===== src/rtl/key_event_scan.sv =====
// Multi-key debouncer for the front panel: synchronises the keys, filters them on a shared sample tick, and emits press/release/long events.
// When KEY_REPEAT_EN is defined, a key in the long-held state also produces auto-repeat pulses.
module key_event_scan #(
    parameter int unsigned         NUM_KEYS     = 5,
    parameter int unsigned         SAMPLE_DIV   = 5000000,
    parameter logic [NUM_KEYS-1:0] ACT_HIGH     = NUM_KEYS'(5'b10000),
    parameter int unsigned         DEB_SAMPLES  = 3,
    parameter int unsigned         LONG_TICKS   = 100,
    parameter int unsigned         REPEAT_TICKS = 20
) (
    input  logic                clk,
    input  logic                rst,
    input  logic [NUM_KEYS-1:0] key_in,
    output logic [NUM_KEYS-1:0] key_level,
    output logic [NUM_KEYS-1:0] key_press,
    output logic [NUM_KEYS-1:0] key_release,
    output logic [NUM_KEYS-1:0] key_long,
    output logic [NUM_KEYS-1:0] key_repeat,
    output logic                tick
);

    localparam int unsigned DIV_W  = $clog2(SAMPLE_DIV);
    localparam int unsigned DEB_W  = $clog2(DEB_SAMPLES + 1);
    localparam int unsigned HOLD_W = $clog2(LONG_TICKS + 1);

    if (SAMPLE_DIV < 2) begin : g_bad_div
        $error("SAMPLE_DIV must be >= 2");
    end
    if (DEB_SAMPLES < 1) begin : g_bad_deb
        $error("DEB_SAMPLES must be >= 1");
    end
    if (REPEAT_TICKS < 1) begin : g_bad_rep
        $error("REPEAT_TICKS must be >= 1");
    end

    typedef enum logic [1:0] {S_IDLE, S_HELD, S_LONG} state_t;

    logic [NUM_KEYS-1:0] sync1, sync2, pressed, level_q;
    logic [DIV_W-1:0]    div_cnt;
    logic [DEB_W-1:0]    stab_cnt  [NUM_KEYS];
    state_t              state     [NUM_KEYS];
    state_t              state_nxt [NUM_KEYS];
    logic [HOLD_W-1:0]   hold_cnt  [NUM_KEYS];
    logic [HOLD_W-1:0]   hold_nxt  [NUM_KEYS];
    logic [NUM_KEYS-1:0] long_nxt;
`ifdef KEY_REPEAT_EN
    localparam int unsigned REP_W = $clog2(REPEAT_TICKS + 1);
    logic [REP_W-1:0]    rep_cnt   [NUM_KEYS];
    logic [REP_W-1:0]    rep_nxt_cnt [NUM_KEYS];
    logic [NUM_KEYS-1:0] rep_nxt;
`endif

    assign pressed = ~(sync2 ^ ACT_HIGH);

    // Two-flop synchroniser, reset to the idle pin level.
    always_ff @(posedge clk) begin
        if (rst) begin
            sync1 <= ~ACT_HIGH;
            sync2 <= ~ACT_HIGH;
        end else begin
            sync1 <= key_in;
            sync2 <= sync1;
        end
    end

    // Sample divider; tick is registered so it coincides with div_cnt == SAMPLE_DIV-1.
    always_ff @(posedge clk) begin
        if (rst) begin
            div_cnt <= '0;
            tick    <= 1'b0;
        end else begin
            tick    <= (div_cnt == DIV_W'(SAMPLE_DIV - 2));
            div_cnt <= (div_cnt == DIV_W'(SAMPLE_DIV - 1)) ? '0 : div_cnt + DIV_W'(1);
        end
    end

    always_ff @(posedge clk) begin
        if (rst) begin
            key_level <= '0;
            for (int i = 0; i < int'(NUM_KEYS); i++) stab_cnt[i] <= '0;
        end else if (tick) begin
            for (int i = 0; i < int'(NUM_KEYS); i++) begin
                if (pressed[i] != key_level[i]) begin
                    if (stab_cnt[i] == DEB_W'(DEB_SAMPLES - 1)) begin
                        key_level[i] <= pressed[i];
                        stab_cnt[i]  <= '0;
                    end else begin
                        stab_cnt[i] <= stab_cnt[i] + DEB_W'(1);
                    end
                end else begin
                    stab_cnt[i] <= '0;
                end
            end
        end
    end

    // Edge pulses appear the cycle after key_level moves.
    always_ff @(posedge clk) begin
        if (rst) begin
            level_q     <= '0;
            key_press   <= '0;
            key_release <= '0;
        end else begin
            level_q     <= key_level;
            key_press   <= key_level & ~level_q;
            key_release <= ~key_level & level_q;
        end
    end

    always_ff @(posedge clk) begin
        if (rst) begin
            for (int i = 0; i < int'(NUM_KEYS); i++) begin
                state[i]    <= S_IDLE;
                hold_cnt[i] <= '0;
`ifdef KEY_REPEAT_EN
                rep_cnt[i]  <= '0;
`endif
            end
            key_long   <= '0;
            key_repeat <= '0;
        end else begin
            for (int i = 0; i < int'(NUM_KEYS); i++) begin
                state[i]    <= state_nxt[i];
                hold_cnt[i] <= hold_nxt[i];
`ifdef KEY_REPEAT_EN
                rep_cnt[i]  <= rep_nxt_cnt[i];
`endif
            end
            key_long <= long_nxt;
`ifdef KEY_REPEAT_EN
            key_repeat <= rep_nxt;
`else
            key_repeat <= '0;
`endif
        end
    end

    // Per-key hold tracker: a drop of key_level returns to IDLE from any state.
    always_comb begin
        long_nxt = '0;
`ifdef KEY_REPEAT_EN
        rep_nxt  = '0;
`endif
        for (int i = 0; i < int'(NUM_KEYS); i++) begin
            state_nxt[i] = state[i];
            hold_nxt[i]  = hold_cnt[i];
`ifdef KEY_REPEAT_EN
            rep_nxt_cnt[i] = rep_cnt[i];
`endif
            case (state[i])
                S_IDLE: begin
                    if (key_level[i] && !level_q[i]) begin
                        state_nxt[i] = S_HELD;
                        hold_nxt[i]  = '0;
                    end
                end
                S_HELD: begin
                    if (!key_level[i]) begin
                        state_nxt[i] = S_IDLE;
                    end else if (tick) begin
                        if (hold_cnt[i] == HOLD_W'(LONG_TICKS - 1)) begin
                            state_nxt[i] = S_LONG;
                            hold_nxt[i]  = HOLD_W'(LONG_TICKS);
                            long_nxt[i]  = 1'b1;
`ifdef KEY_REPEAT_EN
                            rep_nxt[i]     = 1'b1;
                            rep_nxt_cnt[i] = '0;
`endif
                        end else begin
                            hold_nxt[i] = hold_cnt[i] + HOLD_W'(1);
                        end
                    end
                end
                S_LONG: begin
                    if (!key_level[i]) begin
                        state_nxt[i] = S_IDLE;
`ifdef KEY_REPEAT_EN
                        rep_nxt_cnt[i] = '0;
                    end else if (tick) begin
                        if (rep_cnt[i] == REP_W'(REPEAT_TICKS - 1)) begin
                            rep_nxt[i]     = 1'b1;
                            rep_nxt_cnt[i] = '0;
                        end else begin
                            rep_nxt_cnt[i] = rep_cnt[i] + REP_W'(1);
                        end
`endif
                    end
                end
                default: state_nxt[i] = S_IDLE;
            endcase
        end
    end

endmodule


===== config.mk =====
export PLATFORM = sky130hd
export DESIGN_NAME = key_event_scan
export DESIGN_NICKNAME = d
export VERILOG_FILES = /design/src/rtl/key_event_scan.sv
export SDC_FILE = /design/constraint.sdc
export NUM_CORES = 1
export LEC_CHECK = 0
export ABC_CLOCK_PERIOD_IN_PS = 2850
export CORE_ASPECT_RATIO = 1.25
export CORE_MARGIN = 8
export CORE_UTILIZATION = 40
export CTS_CLUSTER_DIAMETER = 200
export DETAILED_ROUTE_END_ITERATION = 10
export PLACE_DENSITY_LB_ADDON = 0.12
export SYNTH_ARGS = -nofsm -noshare
export SYNTH_HDL_FRONTEND = slang
export SYNTH_SLANG_ARGS = --single-unit

===== constraint.sdc =====
create_clock -name clk -period 2.85 [get_ports clk]
set_input_delay 0.57 -clock clk [delete_from_list [all_inputs] [get_ports clk]]
set_output_delay 0.57 -clock clk [all_outputs]
set_load 0.01 [all_outputs]

# [Word-level counts from Yosys, hierarchy flattened]
# Memory sizes are Yosys's and may differ from the RTL's.
# Cells that the tools add are included.
[word_totals] mem_bits_rw=55 in_bits=7 output_inout_bits=26 ff_bits=59 word_cells=284 mem_count=3
[mem_list] name="hold_cnt" words=5 word_bits=7 read_ports=5 rd_ports_with_merged_regs=0 wr=5 line_no="43" source="logic [HOLD_W-1:0] hold_cnt [NUM_KEYS];"
[mem_list] name="stab_cnt" words=5 word_bits=2 read_ports=5 rd_ports_with_merged_regs=0 wr=5 line_no="40" source="logic [DEB_W-1:0] stab_cnt [NUM_KEYS];"
[mem_list] name="state" words=5 word_bits=2 read_ports=5 rd_ports_with_merged_regs=0 wr=5 line_no="41" source="state_t state [NUM_KEYS];"
[op_classes] reduce_logical=26 mux=158 n_eq_ne=27 n_bitwise=42 n_addsub=11
[op_table] op="7-bit 2-to-1 mux" n=25
[op_table] op="2-bit 2-to-1 mux" n=45
[op_table] op="1-bit 2-to-1 mux" n=78
[op_table] op="7-bit one-hot mux with 2 select lines" n=5
[op_table] op="23-bit equality test (second input constant)" n=2
[op_table] op="7-bit by 1-bit adder with 7-bit output (second input constant)" n=5
[op_table] op="7-bit equality test (second input constant)" n=5
[op_table] op="2-bit one-hot mux with 3 select lines" n=5
[op_table] op="1-bit OR" n=25
[op_table] op="23-bit by 1-bit adder with 23-bit output (second input constant)" n=1
[op_table] op="2-bit equality test (second input constant)" n=10
[op_table] op="4-bit OR reduction" n=5
[op_table] op="5-bit NOT" n=3
[op_table] op="3-bit AND reduction" n=5
[op_table] op="1-bit NOT" n=12
[op_table] op="2-bit by 1-bit adder with 2-bit output (second input constant)" n=5
[op_table] op="5-bit bitwise AND" n=2
[op_table] op="2-bit by 1-bit equality test with 1-bit output (second input constant)" n=5
[op_table] op="2-bit logical NOT" n=5
[op_table] op="1-bit logical AND" n=5
[op_table] op="1-bit logical NOT" n=5
[op_table] op="1-bit inequality test" n=5
[op_table] op="2-bit OR reduction" n=1

# [Longest topological paths before layout]
# Gate-level depths: netlist (run 1).
[logic_depth] word_depth=10 depth_mapped=6 depth_no_buf=5

# [Worst setup path after synthesis (run 1)]
# No wires, ideal clock.
[synth_timing] path_type="reg2reg" from="register div_cnt[15]" to="register div_cnt[14]" setup_time_ns=0.115 slack_ns=0.732 synth_period_minus_slack_ns=2.118 t_required_ns=2.735 path_stages_with_launch=6 n_path_buf=1 arrival_time_ns=2.003 path_cell_list="dfxtp_1 or4b_1 or4_4 o41ai_4 buf_6 nor2_1"
[synth_via] elab_chain_cells=2
[synth_lines] element="from (decl)" line_no="39" source="logic [DIV_W-1:0] div_cnt;"
[synth_lines] element="from (signal assigned)" line_no="73" source="div_cnt <= (div_cnt == DIV_W'(SAMPLE_DIV - 1)) ? '0 : div_cnt + DIV_W'(1);"
[synth_lines] element="23-bit equality test" line_no="73"
[synth_lines] element="2-bit OR reduction (no source line)"
# No other way between the ends.
# A chain may end at the register's enable or synchronous reset.

# [Worst setup path after layout (run 1)]
[layout_timing] from="register tick" to="output port tick"
[layout_lines] element="from (decl)" line_no="19" source="output logic tick"
[layout_lines] element="from (signal assigned)" line_no="72" source="tick <= (div_cnt == DIV_W'(SAMPLE_DIV - 2));"
# No word-level cell between the ends.

==> flow_summary_export.csv, run 1 <==
group,metric,value,unit
status,status,"complete, no violations",
floorplanning,start_util,40.24,%
critical_path,r2r_end,"div_cnt[18]$_SDFF_PP0_",
synth,synth-seq-cells,114,
detailed_routing,drc_errors,0,
synth,synth_top_family_by_area,"simple AND/OR/NAND/NOR gates",
detailed_routing,num_vias,4085,
detailed_routing,post_drt_wl_per_cell,13.83,um
critical_path,cp_num_buf_inv,1,
clock_network,clk_pin_slew,50,ps
timing,rsz0062_at_grt,"false",
global_routing,overflow,0,
synth,postSynthAreaPerCell,9.239,sq um
synth,netlist-cell-type-count,55,
power,power_density,612.5,mW/mm^2
timing,setup_ws,668.9,ps
critical_path,crit_slowest_cell,"clkdlybuf4s50_1",
critical_path,cp_cell_sequence,"clkdlybuf4s50_1",
cells_and_area,antennaDiodeCount,0,
timing,hold_viol_final,0,
critical_path,path_delay_family,"buffers and inverters",
worst_hold_path,whs_path_depth,1,
clock_network,cts_tree,"done",
cells_and_area,postLayoutCoreUtil,48.07,%
detailed_routing,first_pass_iters,5,
job,maxCapViolCount,0,
critical_path,cp.required,2280,ps
synth,yosys_most_used_dff,"dfxtp_1",
critical_path,start_kind,"flop",
synth,mappedNetlistArea,0.005026,sq mm
synth,async_reset_ff_share,0,%
cells_and_area,fin_nets,599,
worst_hold_path,hp-class,"reg -> reg",
global_routing,antenna_found_initial,0,
timing,setup_violations,0,
critical_path,reg2reg_depth,5,
cells_and_area,drive_gt1_share,8.629,%
detailed_routing,wl,10500,um
synth,synth_seq_area_share,47.40,%
synth,synthXorXnorAreaFrac,5.228,%
synth,synthSimpleGateAreaFrac,25.47,%
clock_network,h-tree-depth,4,
floorplanning,ios,33,
timing,final.setup_skew,6.957,ps
floorplanning,rows,46,
placement,post-place-ws,794.2,ps
placement,dp_hpwl,7371,um
clock_network,clk_latency,400,ps
timing,fin_setup_tns,0,ps
synth,synth-compound-area-share,14.89,%
power,ir_drop,339.2,uV
clock_network,cts_resized,0,
global_routing,grt_max_degree,51,
critical_path,end_kind,"output port",
critical_path,r2r-start,"div_cnt[15]$_SDFF_PP0_",
detailed_routing,viasPerCell,5.382,
critical_path,r2r_slack,800,ps
critical_path,crit_fanout,11,
placement,routabilityCongestion,0.7693,
global_routing,grt_pass1_wl,17890,um
floorplanning,die-height,141.3,um
floorplanning,fp.dieW,116.3,um
synth,synthCells,544,
timing,max_slew.worst_pin.slew,566.0,ps
synth,synth_edf_count,10,
clock_network,root_buffer,"clkbuf_16",
detailed_routing,ant_nets,0,
floorplanning,coreArea,0.01249,sq mm
timing,relSlewSlack,61.87,%
clock_network,clock-sinks,114,
synth,yosys_warnings,0,
global_routing,grt_pass1_vias,3866,
clock_network,hold_buffers,0,
critical_path,crit_path_max_incr_delay,650,ps
power,leakagePower,2.106,nW
placement,port-buffer-count,27,
synth,synth_mux_area_share,0.4481,%
timing,maxSlewViolCount,0,
clock_network,post_cts_buffers,0,
worst_hold_path,hold_path_end,"sync2[0]$_SDFF_PP1_",
clock_network,cts_buffers,17,
detailed_routing,drtIter0Drc,240,
critical_path,critical_path_arrival,1610,ps
timing,period_needed,2181,ps
timing,min_period_over_period,76.53,%
timing,fmax,458.5,MHz
synth,synth_adder_area_share,2.987,%
cells_and_area,syn_to_final_growth,19.44,%
timing,hold_ws,405.3,ps
critical_path,worstSetupPathType,"reg -> out",
worst_hold_path,hp-start,"sync1[0]$_SDFF_PP1_",
clock_network,cts.path.max_buffers,2,
global_routing,grt_use_total,13.64,%
floorplanning,die_area,0.01643,sq mm
[Yosys cell counts (2+ instances only)]
library cell | instances | area [sq um]
o211ai_1 | 6 | 45.04
clkbuf_1 | 13 | 48.80
a41oi_1 | 4 | 35.03
inv_1 | 19 | 71.32
a311oi_1 | 14 | 122.6
ha_1 | 12 | 150.1
nor4b_1 | 5 | 43.79
nor2b_1 | 14 | 87.58
o21ai_0 | 30 | 150.1
nand2b_1 | 11 | 68.82
nand2_1 | 32 | 120.1
and3_1 | 11 | 68.82
a21oi_1 | 31 | 155.2
nor4_1 | 12 | 75.07
nor2_1 | 53 | 198.9
mux2_2 | 2 | 22.52
buf_4 | 6 | 45.04
nor3_1 | 6 | 30.03
a21o_1 | 2 | 15.01
xor2_1 | 19 | 166.4
and4_1 | 5 | 43.79
nand3_1 | 21 | 105.1
xnor2_1 | 11 | 96.34
a31oi_1 | 6 | 37.54
nand4b_1 | 3 | 26.28
and2_1 | 9 | 56.30
a211oi_1 | 4 | 30.03
or3_1 | 10 | 62.56
o21a_1 | 3 | 22.52
o2111a_1 | 2 | 22.52
dfxtp_1 | 104 | 2082
or2_2 | 9 | 56.30
edfxtp_1 | 10 | 300.3
nand4_1 | 16 | 100.1
nor3b_1 | 7 | 52.55
a22oi_1 | 3 | 22.52
[registers in the layout, indices dropped and copies added, names as in the netlist]
register	flops
hold_cnt	35
div_cnt	23
stab_cnt	10
state	10
key_level	5
key_long	5
key_press	5
key_release	5
level_q	5
sync1	5
sync2	5
tick	1
[logic make-up after synthesis]
logic type | count (synthesis)
multiplexers | 2
buffers and inverters | 39
flip-flops | 114
AND/OR/NAND/NOR | 233
XOR/XNOR | 30
adder cells (fa/ha/maj) | 12
AO/OA/AOI/OAI | 113
other | 1
[layout make-up]
class / instances / area [sq um]
Inverter: 19 / 71.32
Clock buffer: 24 / 491.7
Fill cell: 1178 / 6486
Clock inverter: 6 / 55.05
Sequential cell: 114 / 2382
Multi-Input combinational cell: 395 / 2482
Tap cell: 168 / 210.2
Timing Repair Buffer: 33 / 310.3
[how the worst max path moves through the flow]
| stage | startpoint | endpoint | slack, ps | cells past startpoint |
|---|---|---|---|---|
| 2_1_floorplan | div_cnt[15]$_SDFF_PP0_ | div_cnt[14]$_SDFF_PP0_ | 730 | 5 |
| 4_1_cts | tick$_SDFF_PP0_ | tick | 640 | 1 |
| 5_1_grt | tick$_SDFF_PP0_ | tick | 590 | 1 |
| 6_report | tick$_SDFF_PP0_ | tick | 670 | 1 |
| 3_3_place_gp | div_cnt[15]$_SDFF_PP0_ | div_cnt[5]$_SDFF_PP0_ | 820 | 5 |
| 3_5_place_dp | div_cnt[15]$_SDFF_PP0_ | div_cnt[17]$_SDFF_PP0_ | 790 | 5 |
[power breakdown]
| part | total [W] | switching [W] | leakage, nW | internal, W |
|---|---|---|---|---|
| registers | 0.00165 | 0.0000157 | 0.935 | 0.00164 |
| logic | 0.0000796 | 0.0000480 | 0.895 | 0.0000316 |
| clock network | 0.00194 | 0.000673 | 0.275 | 0.00127 |
[through the flow]
stage | power [W] | instances | instance area, sq um
finish | 0.003677 | 759 | 6003
global route | 0.003810 | 759 | 6003
CTS | 0.003734 | 759 | 6003
detailed placement | 0.001767 | 729 | 5456
global placement | 0.001764 | 729 | 5456
floorplan | 0.001744 | 548 | 5041
[metal layers]
layer  up-vias  global-route usage (%)  wire (um)
met1      1937                   15.50       4590
met4         0                   5.613        117
met3        11                   4.083        452
li1       2055                       -          -
met5         -                       0          0
met2        82                   23.14       5337
[cells in the final DEF, fill, tap and decap left out, drive strengths merged, types with 9 or more instances in the layout]
master	netlist	layout
a21oi	31	31
a311oi	14	14
and2	9	9
and3	11	11
clkbuf	13	24
clkdlybuf4s50	0	26
dfxtp	104	104
edfxtp	10	10
ha	12	12
inv	19	19
nand2	32	32
nand2b	11	11
nand3	21	21
nand4	16	16
nor2	53	53
nor2b	14	14
nor4	12	12
o21ai	30	30
or2	9	9
or3	11	11
xnor2	11	11
xor2	19	19
(Power assumes the default switching activity.)
==> run 2, diff against run 1 <==
--- a/config.mk
+++ b/config.mk
@@ -5,7 +5,7 @@
 export SDC_FILE = /design/constraint.sdc
 export NUM_CORES = 1
 export LEC_CHECK = 0
-export ABC_CLOCK_PERIOD_IN_PS = 2850
+export ABC_CLOCK_PERIOD_IN_PS = 2100
 export CORE_ASPECT_RATIO = 1.25
 export CORE_MARGIN = 8
 export CORE_UTILIZATION = 40
==> constraint.sdc (replaced) <==
create_clock -name clk -period 2.1 [get_ports clk]
set_input_delay 0.42 -clock clk [delete_from_list [all_inputs] [get_ports clk]]
set_output_delay 0.42 -clock clk [all_outputs]
set_load 0.01 [all_outputs]
==> run 2 against run 1 <==
Against the previous run: worst setup slack got worse by 580 ps; core utilization rose by 0.18 points; combinational power grew 46%; non-clock buffer count increased by 5; routed wire length increased by 0.18%; first-iteration DRC count decreased by 18%; clock-buffer cell count is the same; sequential power up 36%; largest cell class unchanged.
==> flow_summary_export.csv, run 2 (synthesis results as in run 1) <==
group,metric,value,unit
status,status,"complete, no violations",
timing,setup_violations,0,
detailed_routing,ant_nets,0,
cells_and_area,postLayoutCoreUtil,48.25,%
critical_path,critical_path_arrival,2290,ps
power,p_total,0.004941,W
timing,relSlewSlack,63.25,%
clock_network,root_buffer,"clkbuf_16",
critical_path,start_kind,"flop",
floorplanning,die-height,141.3,um
clock_network,cts.path.max_buffers,2,
cells_and_area,fin_nets,604,
timing,maxSlewViolCount,0,
timing,fin_setup_tns,0,ps
global_routing,grt_pass1_wl,18140,um
timing,min_period_over_period,95.58,%
clock_network,clock-sinks,114,
detailed_routing,num_vias,4051,
cells_and_area,regArea,0.002382,sq mm
timing,final.setup_skew,8.916,ps
clock_network,hold_buffers,0,
floorplanning,rows,46,
global_routing,grt_use_total,13.77,%
clock_network,h-tree-depth,4,
timing,max_slew.worst_pin.slew,551.3,ps
global_routing,grt_pass1_vias,3979,
detailed_routing,post_drt_wl_per_cell,13.75,um
power,ir_drop,418.9,uV
critical_path,worstSetupPathType,"reg -> reg",
power,power_density,820.0,mW/mm^2
clock_network,post_cts_buffers,0,
critical_path,crit_fanout,12,
cells_and_area,layout_commonest_cell,"dfxtp_1",
job,maxCapViolCount,0,
clock_network,cts_tree,"done",
critical_path,crit_slowest_cell,"or4b_1",
global_routing,overflow,0,
floorplanning,start_util,40.24,%
worst_hold_path,hp-class,"reg -> reg",
timing,period_needed,2007,ps
cells_and_area,nFillCells,1209,
cells_and_area,antennaDiodeCount,0,
floorplanning,ios,33,
cells_and_area,largest_reg_flops,35,
timing,hold_viol_final,0,
placement,post-place-ws,110.6,ps
cells_and_area,multiInputGateArea,0.002482,sq mm
detailed_routing,drtIter0Drc,198,
detailed_routing,drc_errors,0,
placement,dp_hpwl,7288,um
cells_and_area,drive_gt1_share,9.213,%
cells_and_area,final_cell_mix,"dfxtp_1 (104), nor2_1 (53), nand2_1 (32)",
detailed_routing,wl,10520,um
power,leakagePower,2.125,nW
clock_network,clk_pin_slew,50,ps
timing,setup_ws,92.78,ps
cells_and_area,regMostFlops,"hold_cnt",
critical_path,cp_cell_sequence,"or4b_1 -> or4_4 -> o41ai_4 -> buf_4 -> a21oi_1",
clock_network,cts_buffers,17,
placement,port-buffer-count,27,
global_routing,antenna_found_initial,0,
floorplanning,die_area,0.01643,sq mm
clock_network,cts_resized,0,
clock_network,clk_latency,400,ps
critical_path,crit_path_max_incr_delay,520,ps
cells_and_area,reg_top3,"hold_cnt x35, div_cnt x23",
detailed_routing,first_pass_iters,5,
global_routing,grt_max_degree,51,
timing,fmax,498.2,MHz
floorplanning,fp.dieW,116.3,um
critical_path,cp.required,2380,ps
timing,rsz0062_at_grt,"false",
detailed_routing,viasPerCell,5.295,
placement,routabilityCongestion,0.7573,
critical_path,end_kind,"flop",
floorplanning,coreArea,0.01249,sq mm
cells_and_area,syn_to_final_growth,19.89,%
run 2: cell types whose count changed in the layout (fill, tap and decap cells not counted), sizes merged:
cell,change
buf,+5
clkinv,+1
run 2: power breakdown:
part	total, W	internal (W)	switching (W)
combinational	0.000116	0.0000462	0.0000702
sequential	0.00224	0.00222	0.0000175
clock	0.00258	0.00167	0.000917
total	0.00494	0.00394	0.00100
run 2: path summary, 6_finish.rpt:
check,from,to,slack (ps),cells past startpoint
worst max register to register,div_cnt[15]$_SDFF_PP0_,div_cnt[16]$_SDFF_PP0_,90,5
worst min register to register,sync1[1]$_SDFF_PP1_,sync2[1]$_SDFF_PP1_,400,1
worst min-delay path,sync1[1]$_SDFF_PP1_,sync2[1]$_SDFF_PP1_,400,1
worst max-delay path,div_cnt[15]$_SDFF_PP0_,div_cnt[16]$_SDFF_PP0_,90,5
run 2: through the flow:
step                      std cells  area, sq um  hold WS (ps)
final                           765         6026         403.4
after global routing            765         6026         426.0
after CTS                       765         6026         402.0
after detailed placement        734         5494         397.2
after global placement          734         5494         395.2
after floorplan                 548         5041         389.5
run 2: area by class of cell:
| class | count | share of cell area, % |
|---|---|---|
| sequential | 114 | 39.53 |
| timing repair buffer | 38 | 5.772 |
| multi-input combinational | 395 | 41.20 |
| clock buffer | 24 | 7.828 |
| clock inverter | 7 | 0.9967 |
| tap | 168 | 3.488 |
| inverter | 19 | 1.184 |
run 2: critical path, delay by kind of cell, from the launching register on:
kind,cells,cell delay [ps]
buffers and inverters,1,250
AND/OR/NAND/NOR,2,990
flip-flops,1,350
AO/OA/AOI/OAI,2,300
run 2: routing by layer:
metal | track usage (%) | wire (um) | up-vias
met5 | 0 | 0 | -
met4 | 5.749 | 155 | 0
met3 | 4.254 | 427 | 8
met2 | 22.96 | 5166 | 64
met1 | 15.88 | 4766 | 1916
li1 | - | - | 2063
